[src/rtl/traffic_phase_ctrl.sv]
// traffic_phase_ctrl
//   Phase sequencer for a two-road intersection with a pedestrian crossing.
//   A Moore state machine steps through the light phases. Each timed phase
//   lasts a fixed number of ticks of the external `tick` enable. The
//   controller leaves main-green only when there is demand: a side-road car
//   or a latched pedestrian request.
//
// Ports
//   clk        system clock, rising edge
//   rst_a      asynchronous reset, active low
//   tick       one-cycle timing enable from the prescaler
//   side_car   side-road vehicle present (level)
//   ped_req    pedestrian button (pulse or level), latched every cycle
//   main_light {red,yellow,green} for the main road, one-hot
//   side_light {red,yellow,green} for the side road, one-hot
//   walk       pedestrian WALK lamp
//   ped_ack    high for the first cycle spent in PED_WALK
//   phase      current state code, for debug and display
module traffic_phase_ctrl #(
    parameter int TW         = 8,
    parameter int T_MAIN_MIN = 8,
    parameter int T_YELLOW   = 3,
    parameter int T_ALLRED   = 1,
    parameter int T_SIDE     = 6,
    parameter int T_WALK     = 5
) (
    input  logic       clk,
    input  logic       rst_a,
    input  logic       tick,
    input  logic       side_car,
    input  logic       ped_req,
    output logic [2:0] main_light,
    output logic [2:0] side_light,
    output logic       walk,
    output logic       ped_ack,
    output logic [2:0] phase
);

    typedef enum logic [2:0] {
        MAIN_GREEN  = 3'd0,
        MAIN_YELLOW = 3'd1,
        ALL_RED_1   = 3'd2,
        SIDE_GREEN  = 3'd3,
        SIDE_YELLOW = 3'd4,
        ALL_RED_2   = 3'd5,
        PED_WALK    = 3'd6
    } state_t;

    localparam logic [2:0] LAMP_RED    = 3'b100;
    localparam logic [2:0] LAMP_YELLOW = 3'b010;
    localparam logic [2:0] LAMP_GREEN  = 3'b001;

    state_t          state, state_next;
    logic [TW-1:0]   timer, timer_next;
    logic            ped_pending;
    logic            expired;
    logic            enter;
    logic            enter_walk;

    // Timer reload value is one less than the phase length, so the phase
    // expires on the tick that finds the timer already at zero.
    function automatic logic [TW-1:0] load_value(input state_t s);
        case (s)
            MAIN_GREEN:  load_value = TW'(T_MAIN_MIN - 1);
            MAIN_YELLOW: load_value = TW'(T_YELLOW - 1);
            SIDE_YELLOW: load_value = TW'(T_YELLOW - 1);
            SIDE_GREEN:  load_value = TW'(T_SIDE - 1);
            PED_WALK:    load_value = TW'(T_WALK - 1);
            default:     load_value = TW'(T_ALLRED - 1);
        endcase
    endfunction

    always_comb begin
        state_next = state;
        timer_next = timer;
        enter      = 1'b0;
        expired    = tick && (timer == '0);

        case (state)
            MAIN_GREEN: begin
                // Without demand the state holds with the timer parked at 0,
                // so the first tick that sees demand moves on at once.
                if (expired && (side_car || ped_pending)) begin
                    state_next = MAIN_YELLOW;
                    enter      = 1'b1;
                end
            end
            MAIN_YELLOW: begin
                if (expired) begin
                    state_next = ALL_RED_1;
                    enter      = 1'b1;
                end
            end
            ALL_RED_1: begin
                if (expired) begin
                    enter = 1'b1;
                    if (ped_pending)   state_next = PED_WALK;
                    else if (side_car) state_next = SIDE_GREEN;
                    else               state_next = MAIN_GREEN;
                end
            end
            SIDE_GREEN: begin
                if (expired) begin
                    state_next = SIDE_YELLOW;
                    enter      = 1'b1;
                end
            end
            SIDE_YELLOW: begin
                if (expired) begin
                    state_next = ALL_RED_2;
                    enter      = 1'b1;
                end
            end
            ALL_RED_2: begin
                if (expired) begin
                    state_next = MAIN_GREEN;
                    enter      = 1'b1;
                end
            end
            PED_WALK: begin
                if (expired) begin
                    state_next = side_car ? SIDE_GREEN : ALL_RED_2;
                    enter      = 1'b1;
                end
            end
            default: begin
                // Illegal code: recover to all-red on the next clock.
                state_next = ALL_RED_2;
                enter      = 1'b1;
            end
        endcase

        if (enter)
            timer_next = load_value(state_next);
        else if (tick && (timer != '0))
            timer_next = timer - 1'b1;

        enter_walk = enter && (state_next == PED_WALK);
    end

    always_ff @(posedge clk or negedge rst_a) begin
        if (!rst_a) begin
            state       <= ALL_RED_2;
            timer       <= TW'(T_ALLRED - 1);
            ped_pending <= 1'b0;
            ped_ack     <= 1'b0;
        end else begin
            state       <= state_next;
            timer       <= timer_next;
            // A request on the entry clock wins over the clear and queues
            // another walk.
            ped_pending <= ped_req || (ped_pending && !enter_walk);
            ped_ack     <= enter_walk;
        end
    end

    // Moore outputs, decoded from the state register only.
    always_comb begin
        main_light = LAMP_RED;
        side_light = LAMP_RED;
        walk       = 1'b0;
        case (state)
            MAIN_GREEN:  main_light = LAMP_GREEN;
            MAIN_YELLOW: main_light = LAMP_YELLOW;
            SIDE_GREEN:  side_light = LAMP_GREEN;
            SIDE_YELLOW: side_light = LAMP_YELLOW;
            PED_WALK:    walk       = 1'b1;
            default:     ;
        endcase
    end

    assign phase = state;

endmodule

[config.mk]
export PLATFORM = sky130hd
export DESIGN_NAME = traffic_phase_ctrl
export DESIGN_NICKNAME = d
export VERILOG_FILES = /design/src/rtl/traffic_phase_ctrl.sv
export SDC_FILE = /design/constraint.sdc
export NUM_CORES = 1
export LEC_CHECK = 0
export BUFFER_PORTS_ARGS = -buffer_cell sky130_fd_sc_hd__buf_4
export CAP_MARGIN = 20
export CORE_UTILIZATION = 35
export DETAILED_ROUTE_END_ITERATION = 16
export HOLD_SLACK_MARGIN = 0.03
export PLACE_DENSITY = 0.56
export SYNTH_ARGS = -nofsm -noshare
export SYNTH_HDL_FRONTEND = slang
export SYNTH_SLANG_ARGS = --single-unit
[constraint.sdc]
create_clock -name clk -period 4.4 [get_ports clk]
set_input_delay 0.22 -clock clk [delete_from_list [all_inputs] [get_ports clk]]
set_output_delay 0.22 -clock clk [all_outputs]
set_load 0.03 [all_outputs]
## Yosys cells after proc, flatten, opt, wreduce, memory -nomap -nowiden

Index checks and enable logic that the tools add are counted.

| operators by class | value |
|---|---|
| add/subtract/negate cells | 1 |
| eq/ne operators | 10 |
| muxes and demuxes | 20 |
| reduce and logical (&&, ||, !) cells | 15 |

Operators by type and width:

| kind | number |
|---|---|
| 3-bit two-way mux | 9 |
| 3-bit one-hot mux with 7 select lines | 1 |
| 8-bit two-way mux | 2 |
| 3-bit equality test, second input constant | 5 |
| 3-bit one-hot mux with 2 select lines | 2 |
| 3-bit one-hot mux with 4 select lines | 1 |
| 3-bit by 2-bit equality test with 1-bit output, second input constant | 3 |
| 8-bit zero test | 1 |
| 8-bit nonzero test | 1 |
| 8-bit by 1-bit subtractor with 8-bit output, second input constant | 1 |
| 3-bit by 1-bit equality test with 1-bit output, second input constant | 2 |
| 3-bit zero test | 2 |
| 6-bit OR reduction | 1 |
| 1-bit logical AND | 5 |
| 1-bit two-way mux | 3 |
| 1-bit logical OR | 2 |
| 2-bit two-way mux | 1 |
| 1-bit one-hot mux with 2 select lines | 1 |
| 2-bit nonzero test | 1 |
| 2-bit OR reduction | 1 |
| 1-bit zero test | 1 |

| word-level totals | value |
|---|---|
| register bits | 13 |
| input bits | 5 |
| output and inout port bits | 11 |
| word-level logic and storage cells | 50 |

## Longest topological paths before layout

Gate-level depths: netlist of the first run.

| logic depth | value |
|---|---|
| word-level depth | 10 |
| gate-level depth with buffers | 7 |
| depth with buffers taken out | 7 |

## Worst setup path after synthesis of the first run

Ideal clock, no wire load.

| timing | value |
|---|---|
| path kind | reg-to-reg |
| start point | register state[0], in the netlist phase[0] |
| end point | register timer[1] |
| setup time | 0.125 ns |
| arrival | 2.267 ns |
| required time | 4.275 ns |
| path slack | 2.008 ns |
| stages on the path, launching flop included | 7 |
| buffers on the path | 1 |
| period minus slack after synthesis | 2.392 ns |
| cell sequence | dfstp_2 > clkbuf_1 > nor3b_1 > nand3_1 > nand3_1 > a21oi_1 > mux2_4 |

| between the ends | value |
|---|---|
| longest elaborated chain between the ends | 6 |
| elaborated cells between the ends (all ways) | 26 |
| classes of those cells | 10 x eq/ne; 11 x mux; 5 x reduce/logical |

Ends and longest elaborated chain:

| element | line | RTL |
|---|---|---|
| start: declaration | 53 | `state_t state, state_next;` |
| start signal: assignment | 148 | `state <= state_next;` |
| 3-bit equality test (tied with other cells) | 79 | `case (state)` |
| 3-bit one-hot mux with 7 select lines * | 79 |  |
| via state_next[1] | 53 |  |
| 3-bit equality test / 3-bit by 1-bit equality test with 1-bit output (equally long branches) | 63 | `case (s)` |
| 2-bit OR reduction (no line) | -- |  |
| 3-bit one-hot mux with 4 select lines * | 63 |  |
| 8-bit two-way mux * | 133 | `if (enter)` |
| end signal: assignment | 144 | `timer <= TW'(T_ALLRED - 1);` |
| end signal: assignment | 149 | `timer <= timer_next;` |
| end: declaration | 54 | `logic [TW-1:0] timer, timer_next;` |

The timed path passes the listed nets; every way through them passes the cells marked *.
A chain may end at the register's enable or synchronous reset.

## Worst setup path after layout of the first run

| timing | value |
|---|---|
| start point | register timer[2] |
| end point | register timer[1] |

| between the ends | value |
|---|---|
| longest elaborated chain between the ends | 9 |
| elaborated cells between the ends (all ways) | 25 |
| classes of those cells | 4 x eq/ne; 13 x mux; 8 x reduce/logical |

Ends and longest elaborated chain:

| element | line | RTL |
|---|---|---|
| 8-bit zero test | 77 | `expired = tick && (timer == '0);` |
| 1-bit logical AND | 77 |  |
| 1-bit logical AND | 83 | `if (expired && (side_car \|\| ped_pending)) begin` |
| 3-bit two-way mux | 83 |  |
| 3-bit one-hot mux with 7 select lines | 79 |  |
| 3-bit equality test / 3-bit by 1-bit equality test with 1-bit output (equally long branches) | 63 |  |
| 2-bit OR reduction (no line) | -- |  |
| 3-bit one-hot mux with 4 select lines | 63 |  |
| 8-bit two-way mux | 133 |  |

Parallel ways exist; a longest one is shown, timed or not.

==> results of run 1 <==
[sequential cells by signal, indices dropped and copies added (netlist names)]
signal,flops
timer,8
phase,3
ped_ack,1
ped_pending,1
[final cells by class]
| cell class | count | area share, % |
|---|---|---|
| Clock buffer | 4 | 2.44 |
| Multi-Input combinational cell | 80 | 51.2 |
| Inverter | 3 | 1.05 |
| Tap cell | 30 | 3.49 |
| Sequential cell | 13 | 30.5 |
| Timing Repair Buffer | 16 | 11.4 |
[kinds of logic after synthesis]
kind of cell	synth area share, %
AO/OA/AOI/OAI	16.7
XOR/XNOR	5.80
adder cells (fa/ha/maj)	2.76
buffers and inverters	3.04
flip-flops	36.2
multiplexers	1.66
AND/OR/NAND/NOR	33.8
[what timing repair did]
item | 4_1_cts | 5_1_grt
resized for setup | 0 | 0
hold buffers | 1 | 0
endpoints found under the hold margin | 13 | 0
[stage by stage]
step	instances	setup WS, ps	power (µW)	instance area (µm²)	util (%)
global placement	141	2240	528	1040	42.4
floorplan	100	2010	444	906	-
global route	146	2040	653	1080	43.8
detailed placement	141	2210	530	1040	42.4
CTS	146	2190	612	1080	43.8
finish	146	2210	611	1080	43.8
[where the power goes]
part           internal [µW]  total (µW)  switching, µW
registers                166         236           69.6
clock network           35.2        79.2           43.9
logic                    131         296            165
total                    333         611            278
[path summary, 6_finish.rpt]
kind / start / end / slack (ps) / cells past startpoint
setup / recovery: timer[2]$_DFFE_PN0P_ / timer[1]$_DFFE_PN0P_ / 2210 / 4
hold / removal: ped_req / ped_pending$_DFF_PN0_ / 120 / 2
setup reg to reg: timer[2]$_DFFE_PN0P_ / timer[1]$_DFFE_PN0P_ / 2210 / 4
hold reg to reg: timer[5]$_DFFE_PN0P_ / timer[5]$_DFFE_PN0P_ / 610 / 2
max in group asynchronous: rst_a / phase[2]$_DFF_PN1_ / 3850 / 2
min in group asynchronous: rst_a / timer[7]$_DFFE_PN0P_ / 310 / 2
[cells in the final DEF, fill, tap and decap left out, drive strengths merged, types with 2 or more instances in the layout]
| cell | count |
|---|---|
| buf | 15 |
| dfrtp | 11 |
| nor2 | 10 |
| nand2 | 8 |
| xnor2 | 4 |
| a21oi | 4 |
| nor4 | 4 |
| nand3 | 4 |
| o31ai | 4 |
| o21ai | 4 |
| clkbuf | 4 |
| inv | 3 |
| nand2b | 3 |
| nor2b | 3 |
| nor3b | 3 |
| and3 | 3 |
| or2 | 2 |
| or4 | 2 |
| a31oi | 2 |
| xor2 | 2 |
| o22ai | 2 |
| ha | 2 |
| dfstp | 2 |
[layer usage]
metal / part of all wire (%) / track usage, % / wire length, µm
met5: 0 / 0 / 0
met4: 0.73 / 4.39 / 16
met3: 5.0 / 5.75 / 110
met2: 50 / 29.7 / 1090
met1: 45 / 22.0 / 979
[worst max-delay path, stage by stage (launching register included)]
cell and delay, ps:
dfrtp_1 460, nor4_2 640, nand3_2 230, a21oi_2 410
mux2_4 330
==> results.json, run 1 <==
{
  "crit_path_end_kind": "flop",
  "setup_viol": 0,
  "synth_most_common_cell": "dfrtp_1",
  "finalWeightedCongestion": 0.772,
  "regArea_um2": 328,
  "cellPowerDensity_nw_per_um2": 568,
  "arrival_ps": 2370,
  "start_kind": "flop",
  "netlist_instances": 100,
  "dr.pass1.iters": 4,
  "start_util_pct": 36.9,
  "min_period_ps": 2190,
  "clk_latency_ps": 280,
  "dieArea_um2": 2800,
  "postCtsSetupRepairBufs": 0,
  "period_share_pct": 49.8,
  "grt_pass1_wl_um": 3640,
  "wl_um": 2200,
  "drtIter0Drc": 10,
  "crit_type": "flop to flop",
  "numCtsBuffers": 3,
  "grtUsageTotal_pct": 17.8,
  "drt-wirelength-per-cell_um": 15.1,
  "drc": 0,
  "ys_top_cells_by_count": "dfrtp_1 (11), nor2_1 (10), nand2_1 (8)",
  "vias": 825,
  "yosys.area.top_type": "dfrtp_1",
  "ys_warn_count": 0,
  "tightest_slew_ps": 680,
  "io_buffers": 15,
  "overflow": 0,
  "antenna_found_initial": 0,
  "grt_max_degree": 15,
  "worstPathRequired_ps": 4580,
  "die_h_um": 52.9,
  "synth.avg_cell_area_um2": 9.06,
  "diodes": 0,
  "syn-num-nets": 107,
  "synth_area_leaders": "dfrtp_1 (30%), dfstp_2 (5.8%), nor2_1 (4.1%), xnor2_1 (3.9%), nand2_1 (3.3%)",
  "clock_sinks": 13,
  "crit_fanout": 8,
  "synth_edf_count": 0,
  "max_slew_margin_pct": 54.3,
  "finalSetupTns_ps": 0,
  "die_x_um": 52.9,
  "path_clk_slew_ps": 90,
  "ys_async_sr_fraction_pct": 100,
  "multi_input_area_um2": 551,
  "hp-class": "input port to flop",
  "slew_violations": 0,
  "post-dp-hpwl_um": 1630,
  "timing_hold_violations_final": 0,
  "status": "completed",
  "maxClockFrequency_ghz": 0.456,
  "synth.top_cell.area_share_pct": 30.4,
  "max-vdd-ir-drop_mv": 0.333,
  "ioPinCount": 16,
  "h-tree-depth": 1,
  "drive_gt1_share_pct": 28.4,
  "p_leak_uw": 0.000428,
  "ys_ff_latch": 13,
  "syn_area_um2": 906,
  "maxCapViolCount": 0,
  "synthToLayoutAreaGrowth_pct": 18.8,
  "fin_nets": 124,
  "via_per_inst": 5.65,
  "coreArea_um2": 2450,
  "synthFlopType": "dfrtp_1",
  "rsz0062_at_grt": "no",
  "n_fill_cell": 246,
  "grt_pass1_vias": 789,
  "synth.distinct_cells": 42,
  "ant_nets": 0,
  "cts_tree": "built",
  "skew_ps": 2.51,
  "holdWs_ps": 125,
  "cts-root-buf": "clkbuf_4",
  "ys_seq_area_share_pct": 36.2,
  "rows": 18,
  "clockBufferDepth": 2
}
Note: power is estimated with default switching activity, not from simulation.
==> inputs of run 2 (changes only) <==
clock period = 2.2 ns   (was 4.4 ns; I/O delays follow)
==> run 2 against run 1 <==
Against the previous run:
- flip-flop and latch count unchanged
- total power grew 100%
- worst hold slack gained 46 ps
- final area is 4.3% higher
- sequential power is 98% higher
- largest power group unchanged
==> results.json, run 2 (synthesis gave the netlist of run 1 again) <==
{
  "clock_sinks": 13,
  "overflow": 0,
  "rsz0062_at_grt": "no",
  "grt_pass1_wl_um": 3460,
  "maxCapViolCount": 0,
  "largest-register": "timer",
  "drtIter0Drc": 24,
  "antenna_found_initial": 0,
  "cts-root-buf": "clkbuf_4",
  "path_buf_inv": 0,
  "finalWeightedCongestion": 0.864,
  "path_depth": 5,
  "worstPathCellList": "or4_1 > nor4_1 > a211o_2 > a21oi_1 > mux2_4",
  "maxClockFrequency_ghz": 0.484,
  "setup_viol": 0,
  "timing_hold_violations_final": 0,
  "postCtsSetupRepairBufs": 0,
  "finalSetupTns_ps": 0,
  "die_x_um": 52.9,
  "start_util_pct": 36.9,
  "drc": 0,
  "ioPinCount": 16,
  "fin_nets": 129,
  "critical-path-top-delay-family": "simple AND/OR/NAND/NOR gates",
  "grt_pass1_vias": 755,
  "diodes": 0,
  "die_h_um": 52.9,
  "h-tree-depth": 1,
  "cp_slowest_cell": "or4_1",
  "arrival_ps": 2240,
  "holdWs_ps": 170,
  "via_per_inst": 5.46,
  "start_kind": "flop",
  "crit_fanout": 7,
  "p_leak_uw": 0.000458,
  "max_slew_margin_pct": 78.7,
  "synthToLayoutAreaGrowth_pct": 23.9,
  "ff2ff_setup_slack_ps": 130,
  "cellPowerDensity_nw_per_um2": 1090,
  "coreArea_um2": 2450,
  "startpoint": "timer[2]$_DFFE_PN0P_",
  "power.total_uw": 1220,
  "skew_ps": 0.616,
  "largest_reg_flops": 8,
  "rr_worst_depth": 5,
  "cp_slowest_stage_delay_ps": 700,
  "ant_nets": 0,
  "layout_common_cells": "buf_4 (19), dfrtp_1 (11), nor2_1 (10)",
  "crit_type": "flop to flop",
  "tightest_slew_ps": 317,
  "clk_latency_ps": 280,
  "period_share_pct": 93.9,
  "drive_gt1_share_pct": 32.2,
  "wl_um": 2100,
  "dieArea_um2": 2800,
  "max-vdd-ir-drop_mv": 0.558,
  "worstPathRequired_ps": 2380,
  "grtUsageTotal_pct": 17.3,
  "status": "completed",
  "io_buffers": 15,
  "clockBufferDepth": 2,
  "slew_violations": 0,
  "n_fill_cell": 239,
  "min_period_ps": 2070,
  "crit_path_end_kind": "flop",
  "final_common_cell": "buf_4",
  "worstReg2RegStart": "timer[2]$_DFFE_PN0P_",
  "cts_tree": "built",
  "post-dp-hpwl_um": 1650,
  "min_from": "tick",
  "drt-wirelength-per-cell_um": 13.9,
  "endpoint": "timer[1]$_DFFE_PN0P_",
  "reg2reg_to": "timer[1]$_DFFE_PN0P_",
  "hp-class": "input port to flop",
  "path_clk_slew_ps": 80,
  "dr.pass1.iters": 4,
  "vias": 825,
  "rows": 18,
  "grt_max_degree": 15,
  "hold_depth": 3,
  "numCtsBuffers": 3
}
## run 2: cell types whose count changed in the layout (fill, tap and decap cells not counted), sizes merged
cell	before	now
buf	15	19
clkbuf	4	3
clkinv	0	1
dlygate4sd3	1	2
## run 2: layout make-up
class | count | area (µm²) | area share [%]
clock buffer | 3 | 22.5 | 2.01
clock inverter | 1 | 5.00 | 0.446
inverter | 3 | 11.3 | 1.00
multi-input combinational | 80 | 556 | 49.5
sequential | 13 | 328 | 29.2
tap | 30 | 37.5 | 3.34
timing repair buffer | 21 | 163 | 14.5
## run 2: layer usage
layer | routed length (µm) | track usage [%] | up-vias | part of all wire (%)
li1 | - | - | 412 | -
met1 | 990 | 22.3 | 388 | 47
met2 | 979 | 28.1 | 21 | 47
met3 | 112 | 5.17 | 4 | 5.3
met4 | 21 | 4.39 | 0 | 1.0
met5 | 0 | 0 | - | 0
## run 2: timing repair
| item | CTS | global route |
|---|---|---|
| resized for setup | 0 | 0 |
| endpoints found under the hold margin | 14 | 0 |
| endpoints found under the setup margin | 0 | 0 |
| hold buffers | 2 | 0 |
## run 2: stage by stage
step	instance area (µm²)	instances	setup WS (ps)	utilization, %
2_1_floorplan	911	100	141	-
3_3_place_gp	1070	145	151	43.8
3_5_place_dp	1070	145	139	43.8
4_1_cts	1120	151	118	45.7
5_1_grt	1120	151	34.9	45.7
6_report	1120	151	134	45.7
## run 2: worst min path at each step
stage                      endpoint  slack [ps]
2_1_floorplan     ped_ack$_DFF_PN0_        -190
3_3_place_gp   timer[7]$_DFFE_PN0P_         -30
3_5_place_dp   timer[7]$_DFFE_PN0P_         -30
4_1_cts          phase[1]$_DFF_PN0_         150
5_1_grt          phase[1]$_DFF_PN0_         160
6_report         phase[0]$_DFF_PN1_         170
## run 2: power breakdown
part,switching (µW),leakage (µW),internal [µW]
Sequential,134,0.000155,333
Clock,86.8,0.0000177,67.6
Combinational,326,0.000286,277
Total,548,0.000458,677
## run 2: worst register-to-register path: stages, from the launching register on
cell,delay [ps]
dfrtp_1,450
or4_1,700
nor4_1,330
a211o_2,160
a21oi_1,70
mux2_4,260
==> inputs of run 3 (changes only) <==
CELL_PAD_IN_SITES_DETAIL_PLACEMENT = 1   (was default)
CELL_PAD_IN_SITES_GLOBAL_PLACEMENT = 1   (was default)
PLACE_DENSITY = 0.7   (was 0.56)
clock period = 2.3 ns   (was 2.2 ns; I/O delays follow)
==> run 3 against run 2 <==
Against the previous run:
- critical path depth is 1 higher
- register-to-register slack worse by 20 ps
- die area stayed put
- critical endpoint unchanged
- wire length is 16% higher
- count of clock-buffer cells in the layout stayed put
- sequential power is 5.6% lower
==> results.json, run 3 (synthesis gave the netlist of run 1 again) <==
{
  "numCtsBuffers": 3,
  "overflow": 0,
  "worstReg2RegStart": "timer[0]$_DFFE_PN0P_",
  "post-dp-hpwl_um": 1910,
  "drt-wirelength-per-cell_um": 16.2,
  "ff2ff_setup_slack_ps": 110,
  "rr_worst_depth": 6,
  "start_util_pct": 36.9,
  "timing_hold_violations_final": 0,
  "clock_sinks": 13,
  "clockBufferDepth": 2,
  "drc": 0,
  "power.total_uw": 1210,
  "tightest_slew_ps": 334,
  "seqPwrFrac_pct": 36.5,
  "comb_power_share_pct": 51.4,
  "coreArea_um2": 2450,
  "fin_nets": 129,
  "diodes": 0,
  "largest_reg_flops": 8,
  "final_common_cell": "buf_4",
  "p_sw_uw": 549,
  "crit_path_end_kind": "flop",
  "io_buffers": 15,
  "path_clk_slew_ps": 80,
  "layout_common_cells": "buf_4 (19), dfrtp_1 (11), nor2_1 (10)",
  "dieArea_um2": 2800,
  "min_period_ps": 2190,
  "postCtsSetupRepairBufs": 0,
  "cts_tree": "built",
  "grtUsageTotal_pct": 19.9,
  "crit_type": "flop to flop",
  "cts-root-buf": "clkbuf_4",
  "clk_latency_ps": 280,
  "worstPathRequired_ps": 2480,
  "period_share_pct": 95.0,
  "h-tree-depth": 1,
  "vias": 837,
  "ant_nets": 0,
  "holdWs_ps": 165,
  "antenna_found_initial": 0,
  "synthToLayoutAreaGrowth_pct": 24.4,
  "setup_viol": 0,
  "finalWeightedCongestion": 0.819,
  "start_kind": "flop",
  "arrival_ps": 2360,
  "largest-register": "timer",
  "startpoint": "timer[0]$_DFFE_PN0P_",
  "skew_ps": 1.88,
  "p_leak_uw": 0.000461,
  "status": "completed",
  "drive_gt1_share_pct": 33.1,
  "switching_share_pct": 45.4,
  "die_x_um": 52.9,
  "cellPowerDensity_nw_per_um2": 1070,
  "rows": 18,
  "grt_max_degree": 15,
  "drtIter0Drc": 9,
  "ioPinCount": 16,
  "maxCapViolCount": 0,
  "hp-class": "input port to flop",
  "p_clk_share_pct": 12.1,
  "dr.pass1.iters": 4,
  "reg2reg_to": "timer[1]$_DFFE_PN0P_",
  "die_h_um": 52.9,
  "grt_pass1_vias": 792,
  "maxClockFrequency_ghz": 0.458,
  "via_per_inst": 5.54,
  "max-vdd-ir-drop_mv": 0.588,
  "max_slew_margin_pct": 77.5,
  "slew_violations": 0,
  "grt_pass1_wl_um": 3880,
  "min_from": "side_car",
  "wl_um": 2450,
  "crit_fanout": 7,
  "endpoint": "timer[1]$_DFFE_PN0P_",
  "p_int_uw": 659
}
## run 3: cell type report
cell class / instances / area (µm²)
fill: 314 / 1330
multi-input combinational: 80 / 561
sequential: 13 / 328
timing repair buffer: 21 / 163
tap: 30 / 37.5
clock buffer: 3 / 22.5
inverter: 3 / 11.3
clock inverter: 1 / 5.00
## run 3: power groups by stage
stage	Clock, µW	Combinational [µW]	Sequential (µW)
floorplan	0	430	421
global placement	0	593	439
detailed placement	0	615	441
CTS	151	620	437
global route	164	687	455
finish	146	621	441
## run 3: per-stage QoR
stage,utilization [%],setup TNS [ps],instance area (µm²),setup slack (ps),instances
2_1_floorplan,-,0,911,241,100
3_3_place_gp,43.8,0,1070,218,145
3_5_place_dp,43.8,0,1070,142,145
4_1_cts,45.7,0,1120,128,151
5_1_grt,45.9,-1.29,1130,-1.29,151
6_report,45.9,0,1130,114,151
## run 3: worst min-delay path by stage
stage | end | depth (start not counted) | slack (ps)
5_1_grt | phase[1]$_DFF_PN0_ | 3 | 160
6_report | phase[1]$_DFF_PN0_ | 3 | 160
3_5_place_dp | timer[0]$_DFFE_PN0P_ | 1 | -30
3_3_place_gp | timer[3]$_DFFE_PN0P_ | 1 | -30
2_1_floorplan | ped_ack$_DFF_PN0_ | 0 | -180
4_1_cts | phase[1]$_DFF_PN0_ | 3 | 150
## run 3: metal layers
metal  vias up  GRT usage [%]  wire length (µm)
li1        407              -                 -
met1       408           26.7              1170
met2        17           31.9              1170
met3         5           5.17                85
met4         0           3.95                21
met5         -              0                 0
## run 3: worst max-delay path, stage by stage, from the launching register on
cell	delay [ps]
dfrtp_1	430
inv_1	130
ha_1	240
or3b_2	510
o21ai_2	320
o21ai_0	170
mux2_4	280
## run 3: repair_timing
action	4_1_cts	5_1_grt
endpoints found under the hold margin	14	0
endpoints found under the setup margin	0	1
hold buffers	2	0
gates resized for setup	0	1
